$ cat config.mk
export PLATFORM = sky130hd
export DESIGN_NAME = ahb_data_master
export DESIGN_NICKNAME = d
export VERILOG_FILES = /design/src/rtl/ahb_pkg.sv /design/src/rtl/ahb_addr_decode.sv /design/src/rtl/ahb_data_master.sv
export SDC_FILE = /design/constraint.sdc
export NUM_CORES = 1
export LEC_CHECK = 0
export CAP_MARGIN = 25
export CELL_PAD_IN_SITES_DETAIL_PLACEMENT = 1
export CELL_PAD_IN_SITES_GLOBAL_PLACEMENT = 2
export CORE_ASPECT_RATIO = 1.1
export CORE_UTILIZATION = 30
export CTS_BUF_LIST = sky130_fd_sc_hd__clkbuf_16
export CTS_CLUSTER_DIAMETER = 120
export CTS_CLUSTER_SIZE = 28
export DETAILED_ROUTE_END_ITERATION = 8
export DONT_BUFFER_PORTS = 1
export GPL_TIMING_DRIVEN = 0
export PLACE_DENSITY_LB_ADDON = 0.1
export SLEW_MARGIN = 10
export SYNTH_ARGS = -nofsm -noshare
export SYNTH_HDL_FRONTEND = slang
export SYNTH_SLANG_ARGS = --single-unit
$ cat constraint.sdc
create_clock -name clk -period 4.5 [get_ports clk]
set_clock_uncertainty 0.15 [all_clocks]
set_input_delay 0.45 -clock clk [delete_from_list [all_inputs] [get_ports clk]]
set_output_delay 0.45 -clock clk [all_outputs]
set_load 0.01 [all_outputs]
$ cat src/rtl/ahb_pkg.sv
// ahb_pkg: shared types and constants for the AHB data master.
// Holds the master FSM state enum, HTRANS/HSIZE encodings, the fixed HPROT
// value and the default base addresses of the instruction and data regions.
package ahb_pkg;
  typedef enum logic [2:0] {
    S_IDLE,
    S_ADDR,
    S_DATA,
    S_ERR,
    S_RESP
  } state_t;
  localparam logic [1:0] HTRANS_IDLE = 2'b00;
  localparam logic [1:0] HTRANS_NONSEQ = 2'b10;
  localparam logic [2:0] HSIZE_BYTE = 3'd0;
  localparam logic [2:0] HSIZE_HALF = 3'd1;
  localparam logic [2:0] HSIZE_WORD = 3'd2;
  localparam logic [3:0] HPROT_DATA = 4'b0011;
  localparam logic [31:0] DEF_ROM_BASE = 32'h0000_0000;
  localparam logic [31:0] DEF_RAM_BASE = 32'h1000_0000;
endpackage

$ cat src/rtl/ahb_addr_decode.sv
// ahb_addr_decode: combinational region select and legality check for a core request.
// Ports:
//   addr    in  32  byte address of the request
//   size    in  3   0 = byte, 1 = half, 2 = word; larger values are illegal
//   write   in  1   1 = store (stores to the instruction region are illegal)
//   sel_rom out 1   address lies in the instruction region
//   sel_ram out 1   address lies in the data region (never together with sel_rom)
//   illegal out 1   unmapped address, bad size, misaligned access or ROM store
module ahb_addr_decode
  import ahb_pkg::*;
#(
  parameter logic [31:0] ROM_BASE    = DEF_ROM_BASE,
  parameter logic [31:0] RAM_BASE    = DEF_RAM_BASE,
  parameter int          REGION_BITS = 16
) (
  input  logic [31:0] addr,
  input  logic [2:0]  size,
  input  logic        write,
  output logic        sel_rom,
  output logic        sel_ram,
  output logic        illegal
);
  // Keeps only the region-number bits of an address.
  localparam logic [31:0] MASK = ~((32'd1 << REGION_BITS) - 32'd1);
  logic misaligned;
  assign sel_rom = (addr & MASK) == (ROM_BASE & MASK);
  // ROM wins if both bases ever alias, so the two selects stay exclusive.
  assign sel_ram = !sel_rom && ((addr & MASK) == (RAM_BASE & MASK));
  assign misaligned = (size == HSIZE_HALF && addr[0]) ||
                      (size == HSIZE_WORD && addr[1:0] != 2'b00);
  assign illegal = !(sel_rom || sel_ram) || size > HSIZE_WORD || misaligned ||
                   (sel_rom && write);
endmodule

$ cat src/rtl/ahb_data_master.sv
// ahb_data_master: single-outstanding AHB master bridging a core request port to ROM/RAM slaves.
// Optional feature: define AHB_MASTER_TIMEOUT_EN to abort a data phase with an
// error after TIMEOUT_CYCLES wait states; otherwise the data phase waits forever.
// Ports:
//   clk, reset                       clock (rising edge), async active-low reset
//   req_valid/req_ready              core request handshake (ready only in IDLE)
//   req_addr, req_wdata, req_write   request address, store data, store flag
//   req_size, req_signed             access size, sign-extend-load flag
//   resp_valid, resp_rdata, resp_err one-cycle response strobe, data, error
//   HSEL1, HSEL2                     ROM / RAM slave selects
//   haddr, hwdata, hwrite, hsize     AHB address/data phase signals
//   hprot, htrans, is_signed         AHB protection, transfer type, load sign
//   instruction, load_out            ROM / RAM read data
//   hready_inst/hresp_inst           ROM handshake
//   hready_data/hresp_data           RAM handshake
module ahb_data_master
  import ahb_pkg::*;
#(
  parameter logic [31:0] ROM_BASE       = DEF_ROM_BASE,
  parameter logic [31:0] RAM_BASE       = DEF_RAM_BASE,
  parameter int          REGION_BITS    = 16,
  parameter int          TIMEOUT_CYCLES = 255
) (
  input  logic        clk,
  input  logic        reset,
  input  logic        req_valid,
  output logic        req_ready,
  input  logic [31:0] req_addr,
  input  logic [31:0] req_wdata,
  input  logic        req_write,
  input  logic [2:0]  req_size,
  input  logic        req_signed,
  output logic        resp_valid,
  output logic [31:0] resp_rdata,
  output logic        resp_err,
  output logic        HSEL1,
  output logic        HSEL2,
  output logic [31:0] haddr,
  output logic [31:0] hwdata,
  output logic        hwrite,
  output logic [2:0]  hsize,
  output logic [3:0]  hprot,
  output logic [1:0]  htrans,
  output logic        is_signed,
  input  logic [31:0] instruction,
  input  logic [31:0] load_out,
  input  logic        hready_inst,
  input  logic        hready_data,
  input  logic        hresp_inst,
  input  logic        hresp_data
);
  state_t      state, nxt;
  logic        live;
  logic [31:0] addr_q, wdata_q, rdata_q;
  logic [2:0]  size_q;
  logic        write_q, signed_q, rom_q, ram_q, err_q;
  logic        sel_rom, sel_ram, illegal;
  logic        accept, hrdy, hrsp, done, tmo, act;

  ahb_addr_decode #(
    .ROM_BASE   (ROM_BASE),
    .RAM_BASE   (RAM_BASE),
    .REGION_BITS(REGION_BITS)
  ) u_decode (
    .addr   (req_addr),
    .size   (req_size),
    .write  (req_write),
    .sel_rom(sel_rom),
    .sel_ram(sel_ram),
    .illegal(illegal)
  );

  // Only the selected slave's handshake matters; the other one is ignored.
  assign hrdy   = rom_q ? hready_inst : hready_data;
  assign hrsp   = rom_q ? hresp_inst : hresp_data;
  assign accept = req_ready && req_valid;
  assign done   = state == S_DATA && hrdy;

`ifdef AHB_MASTER_TIMEOUT_EN
  logic [31:0] wait_cnt;
  // Fires on the wait cycle that brings the count up to TIMEOUT_CYCLES.
  assign tmo = state == S_DATA && !hrdy && wait_cnt == 32'(TIMEOUT_CYCLES - 1);
  always_ff @(posedge clk or negedge reset)
    if (!reset) wait_cnt <= '0;
    else if (state == S_ADDR) wait_cnt <= '0;
    else if (state == S_DATA && !hrdy) wait_cnt <= wait_cnt + 32'd1;
`else
  assign tmo = 1'b0;
`endif

  always_comb begin
    nxt = state;
    case (state)
      S_IDLE:  nxt = accept ? (illegal ? S_ERR : S_ADDR) : S_IDLE;
      S_ADDR:  nxt = S_DATA;
      S_DATA:  nxt = (done || tmo) ? S_RESP : S_DATA;
      default: nxt = S_IDLE;
    endcase
  end

  always_ff @(posedge clk or negedge reset)
    if (!reset) begin
      state    <= S_IDLE;
      live     <= 1'b0;
      addr_q   <= '0;
      wdata_q  <= '0;
      size_q   <= '0;
      write_q  <= 1'b0;
      signed_q <= 1'b0;
      rom_q    <= 1'b0;
      ram_q    <= 1'b0;
      rdata_q  <= '0;
      err_q    <= 1'b0;
    end else begin
      state <= nxt;
      // Holds req_ready low until the first edge after reset release.
      live  <= 1'b1;
      if (accept) begin
        addr_q   <= req_addr;
        wdata_q  <= req_wdata;
        size_q   <= req_size;
        write_q  <= req_write;
        signed_q <= req_signed;
        rom_q    <= sel_rom;
        ram_q    <= sel_ram;
      end
      if (done || tmo) begin
        rdata_q <= (tmo || write_q) ? '0 : (rom_q ? instruction : load_out);
        err_q   <= tmo || hrsp;
      end
    end

  assign act        = state == S_ADDR || state == S_DATA;
  assign req_ready  = live && state == S_IDLE;
  assign HSEL1      = act && rom_q;
  assign HSEL2      = act && ram_q;
  assign haddr      = act ? addr_q : '0;
  assign hwrite     = act && write_q;
  assign hsize      = act ? size_q : HSIZE_BYTE;
  assign is_signed  = act && signed_q;
  assign htrans     = state == S_ADDR ? HTRANS_NONSEQ : HTRANS_IDLE;
  assign hwdata     = state == S_DATA ? wdata_q : '0;
  assign hprot      = HPROT_DATA;
  assign resp_valid = state == S_RESP || state == S_ERR;
  assign resp_rdata = state == S_RESP ? rdata_q : '0;
  assign resp_err   = state == S_ERR || (state == S_RESP && err_q);
endmodule

# Word-level counts from Yosys, hierarchy flattened
# Index checks and enable logic that the tools add are counted.
classes:
  order_cmp: 1
  n_eq_ne: 7
  mux: 13
  reduce_logical: 25
ops:
  columns: ["operator", "n"]
  rows:
  - ["32-bit two-way mux", 5]
  - ["32-bit zero test", 1]
  - ["16-bit by 13-bit equality test with 1-bit output (second input constant)", 1]
  - ["1-bit logical AND", 12]
  - ["3-bit by 2-bit equality test with 1-bit output (second input constant)", 3]
  - ["3-bit one-hot mux with 3 select lines", 1]
  - ["1-bit logical OR", 8]
  - ["3-bit by 1-bit equality test with 1-bit output (second input constant)", 2]
  - ["2-bit two-way mux", 3]
  - ["3-bit two-way mux", 2]
  - ["3-bit equality test (second input constant)", 1]
  - ["3-bit by 2-bit greater-than comparator with 1-bit output (second input constant)", 1]
  - ["3-bit zero test", 1]
  - ["1-bit zero test", 2]
  - ["1-bit two-way mux", 2]
  - ["2-bit nonzero test", 1]
word_totals:
  reg_bits: 108
  in_bits: 140
  out_inout_bits: 112
  word_cells: 57

# Logic depth before layout (Yosys ltp)
# Gate-level depths: netlist of run 1.
logic_depth:
  ltp_word: 11
  depth_mapped: 7

# Cells and area by module
# A second synthesis of run 1 with hierarchy kept.
unflattened:
  hier_cells: 443
  hier_area_um2: 5689.2
by_module_without_submodules:
  columns: ["module", "instances", "cells_each", "area_per_inst_um2", "seq_area_each_um2"]
  rows:
  - ["ahb_data_master", 1, 431, 5619.1, 2702.6]
  - ["ahb_addr_decode", 1, 12, 70.1, 0.0]

# Least setup slack after synthesis of run 1
# No wires, ideal clock.
synth_path:
  path_kind: "register to output"
  from: "reg state[0]"
  to: "out resp_rdata[20]"
  t_arrival_ns: 1.323
  required_time_ns: 3.900
  path_slack_ns: 2.577
  path_stages_with_launch: 4
  n_path_buf: 1
  cell_sequence: "dfrtp_1 -> nor3b_1 -> clkbuf_1 -> and2_1"
synth_between:
  elab_chain_cells: 2
synth_rtl:
  columns: ["element", "line_no", "rtl"]
  rows:
  - ["start, declared", "ahb_data_master.sv:52", "state_t state, nxt;"]
  - ["start signal, assigned", "ahb_data_master.sv:115", "state <= nxt;"]
  - ["3-bit equality test", "ahb_data_master.sv:145", "assign resp_rdata = state == S_RESP ? rdata_q : '0;"]
  - ["32-bit two-way mux", "ahb_data_master.sv:145", null]
  - ["end, declared", "ahb_data_master.sv:34", "output logic [31:0] resp_rdata,"]
# Every way passes these cells.

# Worst setup path in the final report of run 1
layout_path:
  from: "reg state[2]"
  to: "out resp_rdata[25]"
# The elaborated chain is that of the path after synthesis.

==> results.json, run 1 <==
{
  "grt_pass1_wl_um": 23380,
  "synth_warnings": 0,
  "cts_resized": 0,
  "syn_area_mm2": 0.005373,
  "tritoncts": "done",
  "setup_viol": 0,
  "avgSynthCellArea_um2": 9.733,
  "max-slew-margin-rel_pct": 39.20,
  "cts.sinks": 108,
  "synth_common_cells": "nand2_1 (182), dfrtp_1 (108), and2_1 (103)",
  "fmax_mhz": 346.8,
  "cts_max_level": 3,
  "endpoint_kind": "output pin",
  "rsz0062_at_grt": "no",
  "dpl.cell_count": 790,
  "rows": 50,
  "gp_congestion": 0.7462,
  "ios": 252,
  "fin_util_pct": 34.95,
  "start_util_pct": 31.12,
  "worstPathArrival_ns": 2.28,
  "firstDrtPassIters": 4,
  "ctsLongestPathBuffers": 2,
  "period_share_pct": 64.08,
  "clk_pin_slew_ns": 0.07,
  "die_y_um": 142.4,
  "drc_errors": 0,
  "power.density_mw_per_mm2": 613.7,
  "synthDistinctLibCells": 30,
  "place_area_mm2": 0.005680,
  "worstSetupPathType": "reg -> out",
  "path_max_fanout": 10,
  "antenna_cells": 0,
  "r2r_end": "ram_q",
  "min_to": "rom_q",
  "cts-root-buf": "clkbuf_16",
  "hold_viol_final": 0,
  "layout-drive-gt1-share_pct": 11.67,
  "yosysSeqAreaShare_pct": 50.30,
  "regToRegSetupSlack_ns": 2.46,
  "status": "finished, final reports clean",
  "overflow": 0,
  "synth_edf_count": 0,
  "finalPower_uw": 3703,
  "yosysMostFrequentCell": "nand2_1",
  "area_growth_pct": 12.32,
  "ir_worst_vdd_mv": 0.2272,
  "grtUsageTotal_pct": 16.88,
  "postLayoutCellArea_mm2": 0.006035,
  "worstMarginPinSlew_ns": 0.9100,
  "vias_per_cell": 4.720,
  "reg2reg_depth": 6,
  "drt-total-wl_um": 15380,
  "cp.required_ns": 3.90,
  "final.min_clock_period_ns": 2.883,
  "reg2reg_from": "state[0]",
  "synth_top_area_share_pct": 50.30,
  "dieArea_mm2": 0.01845,
  "slew_violations": 0,
  "power.static_leakage_uw": 0.002819,
  "wl_per_cell_um": 19.04,
  "drv_cap": 0,
  "grt_max_degree": 109,
  "grt_pass1_vias": 4150,
  "ys_ff_latch": 108,
  "tns_ns": 0,
  "hpwl_um": 11480,
  "fin_nets": 709,
  "core_mm2": 0.01727,
  "die_width_um": 129.6,
  "drt_iter0_markers": 74,
  "ys.flop_type": "dfrtp_1",
  "cp-start-kind": "register",
  "hp-class": "in -> reg",
  "synth.area.top_cells": "dfrtp_1 (50%), nand2_1 (13%), and2_1 (12%), mux2i_1 (6.3%), o31ai_1 (4.6%)",
  "whs_path_depth": 1,
  "port-buffer-count": 0,
  "ant_nets": 0,
  "yosysTopAreaCell": "dfrtp_1",
  "synthCells": 552,
  "hold_path.startpoint": "req_addr[28]",
  "insertion_delay_ns": 0.35,
  "finalNonFillerCells": 808,
  "antenna_found_initial": 0,
  "synthArstFlopShare_pct": 100.0,
  "cts_buffers": 9,
  "vias": 3814
}
-- per-layer routing --
| metal | share of wire (%) | global-route usage (%) | wire length (µm) |
|---|---|---|---|
| met3 | 8.8 | 5.526 | 1353 |
| met2 | 49 | 28.23 | 7480 |
| met5 | 0 | 0 | 0 |
| met1 | 41 | 20.13 | 6311 |
| met4 | 1.5 | 5.998 | 236 |
-- metrics by stage --
step | setup WS [ns] | hold WS, ns
2_1_floorplan | 2.577 | 0.004409
3_3_place_gp | 1.934 | 0.007994
3_5_place_dp | 1.937 | 0.008046
4_1_cts | 1.533 | 0.02758
5_1_grt | 1.450 | 0.03845
6_report | 1.617 | 0.04137
-- report_power, final --
| part | leakage, µW | internal (µW) | switching (µW) |
|---|---|---|---|
| logic | 0.00131 | 483 | 773 |
| registers | 0.00135 | 1380 | 203 |
| clock network | 0.000155 | 487 | 377 |
-- layout make-up --
class                           count  area (µm²)
Fill cell                        2001       11230
Sequential cell                   108        2703
Multi-Input combinational cell    402        2407
Tap cell                          234       292.8
Buffer                             43       266.5
Clock buffer                        9       225.2
Clock inverter                      7       91.34
Timing Repair Buffer                2       37.54
Inverter                            3       11.26
-- worst max-delay path by stage --
stage | end | from
after global placement | resp_rdata[25] | state[2]
after global routing | resp_rdata[25] | state[2]
after floorplan | resp_rdata[20] | state[0]
after detailed placement | resp_rdata[25] | state[2]
after CTS | resp_rdata[25] | state[2]
final | resp_rdata[25] | state[2]
-- cell usage in the layout (no fill, tap or decap), types with 4 or more instances in the layout --
master,Yosys,layout
nand2_1,182,182
dfrtp_1,108,108
and2_1,103,103
mux2i_1,34,34
o31ai_1,33,33
clkbuf_1,15,15
mux2_4,14,14
buf_2,11,11
clkbuf_16,0,9
buf_4,8,8
mux2_2,7,7
buf_6,6,6
conb_1,2,6
o21ai_0,4,4
-- sequential cells by signal, indices dropped and copies added, names as in the netlist --
register and flops:
addr_q 32, err_q 1, live 1, ram_q 1, rdata_q 32, rom_q 1, signed_q 1, size_q 3
state 3, wdata_q 32, write_q 1
-- timing repair --
action                    CTS  global route
buffers inserted            0             0
hold buffers                2             0
hold endpoints to repair  108             0
-- cells by family (layout without fill, tap and decap cells) --
| family | count (synthesis) | in the layout | share of synthesized area [%] |
|---|---|---|---|
| simple gates | 301 | 301 | 27.22 |
| flops | 108 | 108 | 50.30 |
| mux | 55 | 55 | 11.71 |
| buf+inv | 46 | 64 | 5.170 |
| compound gates | 39 | 39 | 5.287 |
| other cells | 2 | 6 | 0.1398 |
| xor+xnor | 1 | 1 | 0.1630 |
-- worst max-delay path: stages, from the launching register on --
cell and delay [ns]:
dfrtp_1 0.51, nor3b_1 0.78, clkbuf_1 0.38, and2_1 0.27
No activity file was read; power rests on OpenSTA's default activity.
==> inputs of run 2 (changes only) <==
- ABC_AREA: not set -> 1
- clock period: 4.5 -> 2.8 ns (I/O delays scaled with it)
==> run 2 against run 1 <==
The run now ends with hold timing left. Sequential power grew 55%. Highest routed layer unchanged. Die area is 1.1% lower. Sequential cell count unchanged. Power grew 64%. Critical path depth up 4. Via count grew 26%.
==> results.json, run 2 <==
{
  "status": "finished, violations left",
  "violations": "hold timing",
  "cp.required_ns": 2.37,
  "worstMarginPinSlew_ns": 0.5523,
  "dieArea_mm2": 0.01824,
  "drc_errors": 0,
  "synthCells": 720,
  "fill_cells": 2183,
  "layout-drive-gt1-share_pct": 5.328,
  "final_common_cell": "nor2_1",
  "cts_resized": 0,
  "synth.area.top_cells": "dfrtp_1 (51%), nor2_1 (13%), o21ai_0 (11%), nand2_1 (8.3%), inv_1 (7.9%)",
  "vias_per_cell": 4.625,
  "worstPathArrival_ns": 1.95,
  "grt_pass1_vias": 5205,
  "wl_per_cell_um": 16.44,
  "start_util_pct": 30.98,
  "vias": 4815,
  "cp-start-kind": "register",
  "ir_worst_vdd_mv": 0.3170,
  "grt_max_degree": 109,
  "path_max_fanout": 10,
  "tns_ns": 0,
  "reg2reg_depth": 5,
  "synth_warnings": 0,
  "syn_area_mm2": 0.005310,
  "period_share_pct": 84.98,
  "ant_nets": 0,
  "rows": 50,
  "antenna_found_initial": 0,
  "worstSetupPathType": "reg -> out",
  "reg2reg_from": "state[1]",
  "regArea_mm2": 0.002703,
  "synth_top_area_share_pct": 50.90,
  "synthArstFlopShare_pct": 100.0,
  "r2r_end": "ram_q",
  "hpwl_um": 12600,
  "die_y_um": 141.5,
  "ios": 252,
  "hp-class": "in -> async",
  "post_cts_buffers": 0,
  "rsz0062_at_grt": "no",
  "clk_pin_slew_ns": 0.07,
  "regToRegSetupSlack_ns": 0.98,
  "finalNonFillerCells": 1041,
  "power.density_mw_per_mm2": 918.8,
  "drv_cap": 0,
  "multi_input_area_mm2": 0.001924,
  "final.min_clock_period_ns": 2.379,
  "synth_common_cells": "nor2_1 (182), nand2_1 (117), inv_1 (112), o21ai_0 (112), dfrtp_1 (108)",
  "yosysMostFrequentCell": "nor2_1",
  "avgSynthCellArea_um2": 7.375,
  "yosysTopAreaCell": "dfrtp_1",
  "cts_buffers": 9,
  "yosysSeqAreaShare_pct": 50.90,
  "core_mm2": 0.01714,
  "die_width_um": 128.9,
  "fin_nets": 945,
  "hold_viol_final": 108,
  "cts.sinks": 108,
  "ys.flop_type": "dfrtp_1",
  "top_regs": "addr_q (32), rdata_q (32), wdata_q (32)",
  "synthDistinctLibCells": 20,
  "tritoncts": "done",
  "fmax_mhz": 420.3,
  "antenna_cells": 0,
  "port-buffer-count": 0,
  "max-slew-margin-rel_pct": 63.18,
  "grt_pass1_wl_um": 26980,
  "dpl.cell_count": 958,
  "ys_ff_latch": 108,
  "insertion_delay_ns": 0.35,
  "gp_congestion": 0.7367,
  "cts.hold.buffers_added": 70,
  "mostFrequentLayoutCells": "nor2_1 (182), nand2_1 (117), inv_1 (112), o21ai_0 (112), dfrtp_1 (108)",
  "power.static_leakage_uw": 0.003087,
  "drt-total-wl_um": 17120,
  "cts_max_level": 3,
  "setup_viol": 0,
  "slew_violations": 0,
  "hold_slack_ns": -0.5290,
  "overflow": 0,
  "firstDrtPassIters": 4,
  "synth_edf_count": 0,
  "ctsLongestPathBuffers": 2,
  "endpoint_kind": "output pin",
  "cts-root-buf": "clkbuf_16",
  "grtUsageTotal_pct": 19.36,
  "drt_iter0_markers": 187,
  "area_growth_pct": 24.20
}
run 2: per-layer routing:
| layer | share of wire [%] | wire length, µm | global-route usage, % | up-vias |
|---|---|---|---|---|
| li1 | - | - | - | 2321 |
| met2 | 51 | 8704 | 35.22 | 164 |
| met1 | 40 | 6897 | 21.67 | 2312 |
| met4 | 1.7 | 297 | 6.935 | 0 |
| met3 | 7.1 | 1217 | 4.902 | 18 |
| met5 | 0 | 0 | 0 | - |
run 2: through the flow:
stage          hold WS, ns  worst slack, ns  cell area (µm²)  util [%]  power (µW)
2_1_floorplan      -0.1656            1.166             5325         -        4141
3_3_place_gp       -0.1625           0.7418             5618     32.77        4702
3_5_place_dp       -0.1630           0.7357             5618     32.77        4795
4_1_cts            -0.5459           0.3419             6595     38.47        6182
5_1_grt            -0.5451           0.2552             6595     38.47        6602
6_report           -0.5290           0.4207             6595     38.47        6060
run 2: where the power goes:
| group | internal, µW | leakage, µW | switching (µW) |
|---|---|---|---|
| Clock | 681 | 0.000134 | 579 |
| Combinational | 688 | 0.00161 | 1670 |
| Sequential | 2250 | 0.00135 | 198 |
run 2: logic make-up (layout without fill, tap and decap cells):
family / after synthesis / after routing / share of synthesized area (%)
compound gates: 142 / 142 / 13.45
buf+inv: 159 / 242 / 13.15
flops: 108 / 108 / 50.90
other cells: 2 / 6 / 0.1414
simple gates: 309 / 309 / 22.36
run 2: layout make-up:
class,count,area share [%]
plain buffers,46,4.155
clock buffers,9,3.415
clock inverters,4,0.7778
inverters,113,6.431
multi-input cells,457,29.18
flip-flops and latches,108,40.98
well taps,234,4.439
repair buffers,70,10.62
run 2: worst max path at each step:
stage                     end      from
finish               hsize[0]  state[2]
detailed placement   hsize[0]  state[2]
floorplan           haddr[23]  state[2]
global route         hsize[1]  state[2]
CTS                  hsize[0]  state[2]
global placement     hsize[0]  state[2]
run 2: critical path, cell delays in order (launching register included):
cell and delay (ns):
dfrtp_1 0.39, inv_1 0.10, nand3_2 0.25, inv_1 0.12, nor2_1 0.07, buf_2 0.20
buf_4 0.19, nor2_1 0.27
==> inputs of run 3 (changes only) <==
- clock period: 2.8 -> 2.31 ns (I/O delays scaled with it)
==> run 3 against run 2 <==
The flow still finishes with violations (hold timing). Power increased by 22%. Via count increased by 1.1%. Routed wire length increased by 0.11%. Utilization increased by 0.77 points. Final cell count increased by 0.96%. Combinational power increased by 24%. Sequential share of layout area decreased by 0.80 points. Sequential power increased by 21%. Worst hold slack got worse by 0.051 ns. Critical endpoint is now haddr[25]. Clock power increased by 21%. Largest power group unchanged.
==> results.json, run 3 (same netlist as run 2, synthesis figures left out) <==
{
  "port-buffer-count": 0,
  "slew_violations": 0,
  "postLayoutCellArea_mm2": 0.006726,
  "worstMarginPinSlew_ns": 0.5558,
  "area_growth_pct": 26.67,
  "drv_cap": 0,
  "setup_slack_ns": 0.09454,
  "fin_util_pct": 39.24,
  "hold_slack_ns": -0.5802,
  "antenna_found_initial": 0,
  "tritoncts": "done",
  "max_stage_delay_ns": 0.43,
  "wl_per_cell_um": 16.30,
  "crit_path_top_delay_cell": "dfrtp_1",
  "place_area_mm2": 0.005618,
  "cts.hold.buffers_added": 80,
  "rows": 50,
  "firstDrtPassIters": 4,
  "vias_per_cell": 4.634,
  "path_cells": "nor2_1 -> nand2_1 -> inv_1 -> nor2_2 -> buf_4 -> buf_4 -> nor2_1",
  "gp_congestion": 0.7367,
  "antenna_cells": 0,
  "worstPathArrival_ns": 1.83,
  "die_y_um": 141.5,
  "ant_nets": 0,
  "endpoint_kind": "output pin",
  "setup_viol": 0,
  "drc_errors": 0,
  "clk_pin_slew_ns": 0.07,
  "overflow": 0,
  "cts_buffers": 9,
  "fmax_mhz": 451.4,
  "drt_iter0_markers": 194,
  "layout-drive-gt1-share_pct": 6.487,
  "status": "finished, violations left",
  "fin_nets": 955,
  "rsz0062_at_grt": "no",
  "violations": "hold timing",
  "cp.required_ns": 1.93,
  "reg2reg_from": "write_q",
  "cts-root-buf": "clkbuf_16",
  "grt_pass1_wl_um": 26990,
  "power.density_mw_per_mm2": 1102,
  "cp-start-kind": "register",
  "finalNonFillerCells": 1051,
  "period_share_pct": 95.91,
  "drt-total-wl_um": 17130,
  "tns_ns": 0,
  "final_common_cell": "nor2_1",
  "top_regs": "addr_q (32), rdata_q (32), wdata_q (32)",
  "grt_pass1_vias": 5245,
  "post_cts_buffers": 0,
  "mostFrequentLayoutCells": "nor2_1 (175), nand2_1 (117), inv_1 (112), o21ai_0 (112), dfrtp_1 (108)",
  "regToRegSetupSlack_ns": 0.27,
  "core_mm2": 0.01714,
  "die_width_um": 128.9,
  "max-slew-margin-rel_pct": 62.95,
  "worstSetupPathType": "reg -> out",
  "pre_cts_ws_ns": 0.2947,
  "cts.sinks": 108,
  "hpwl_um": 12600,
  "ios": 252,
  "path_max_fanout": 10,
  "cts_max_level": 3,
  "ir_worst_vdd_mv": 0.3898,
  "grt_max_degree": 109,
  "startpoint": "state[1]",
  "power.static_leakage_uw": 0.003139,
  "dieArea_mm2": 0.01824,
  "final.min_clock_period_ns": 2.215,
  "grtUsageTotal_pct": 19.38,
  "hold_viol_final": 108,
  "hp-class": "in -> async",
  "ctsLongestPathBuffers": 2,
  "dpl.cell_count": 958,
  "start_util_pct": 30.98,
  "insertion_delay_ns": 0.34,
  "vias": 4870
}
==> run 3: worst max-delay path: cells and delay by family, from the launching register on <==
kind / cells / cell delay, ns
flops: 1 / 0.43
simple gates: 4 / 0.49
buf+inv: 3 / 0.57
==> run 3: area by class of cell <==
cell class	count	area [µm²]
fill	2180	10420
inverter	113	424.2
clock inverter	4	51.30
timing repair buffer	80	800.8
clock buffer	9	225.2
tap	234	292.8
sequential	108	2703
buffer	46	280.3
multi-input combinational	457	1949
==> run 3: repair_timing <==
item | in CTS | in global routing
setup endpoints to repair | 10 | 17
gates resized for setup | 3 | 10
hold endpoints to repair | 187 | 108
pin swaps | 0 | 0
==> run 3: through the flow <==
step	power [µW]	hold slack, ns
2_1_floorplan	5019	-0.2146
3_3_place_gp	5700	-0.2115
3_5_place_dp	5813	-0.2120
4_1_cts	7537	-0.5949
5_1_grt	8071	-0.5941
6_report	7411	-0.5802
==> run 3: where the power goes <==
group	leakage [µW]	internal, µW	switching, µW
Clock	0.000134	826	703
Combinational	0.00166	873	2040
Sequential	0.00135	2720	242
Total	0.00314	4420	2990
==> run 3: final timing paths <==
kind / endpoint / cells past startpoint
setup / recovery: haddr[25] / 7
hold / removal: rdata_q[5] / 0
setup reg to reg: rdata_q[9] / 7
hold reg to reg: rdata_q[29] / 2
max in group asynchronous: rdata_q[2] / 0
min in group clk: rdata_q[21] / 4
==> run 3: layer usage <==
| layer | vias up | wire length [µm] | GRT usage (%) |
|---|---|---|---|
| met4 | 0 | 274 | 6.935 |
| met5 | - | 0 | 0 |
| met3 | 18 | 1158 | 4.902 |
| met1 | 2344 | 6965 | 21.52 |
| li1 | 2344 | - | - |
| met2 | 164 | 8736 | 35.45 |
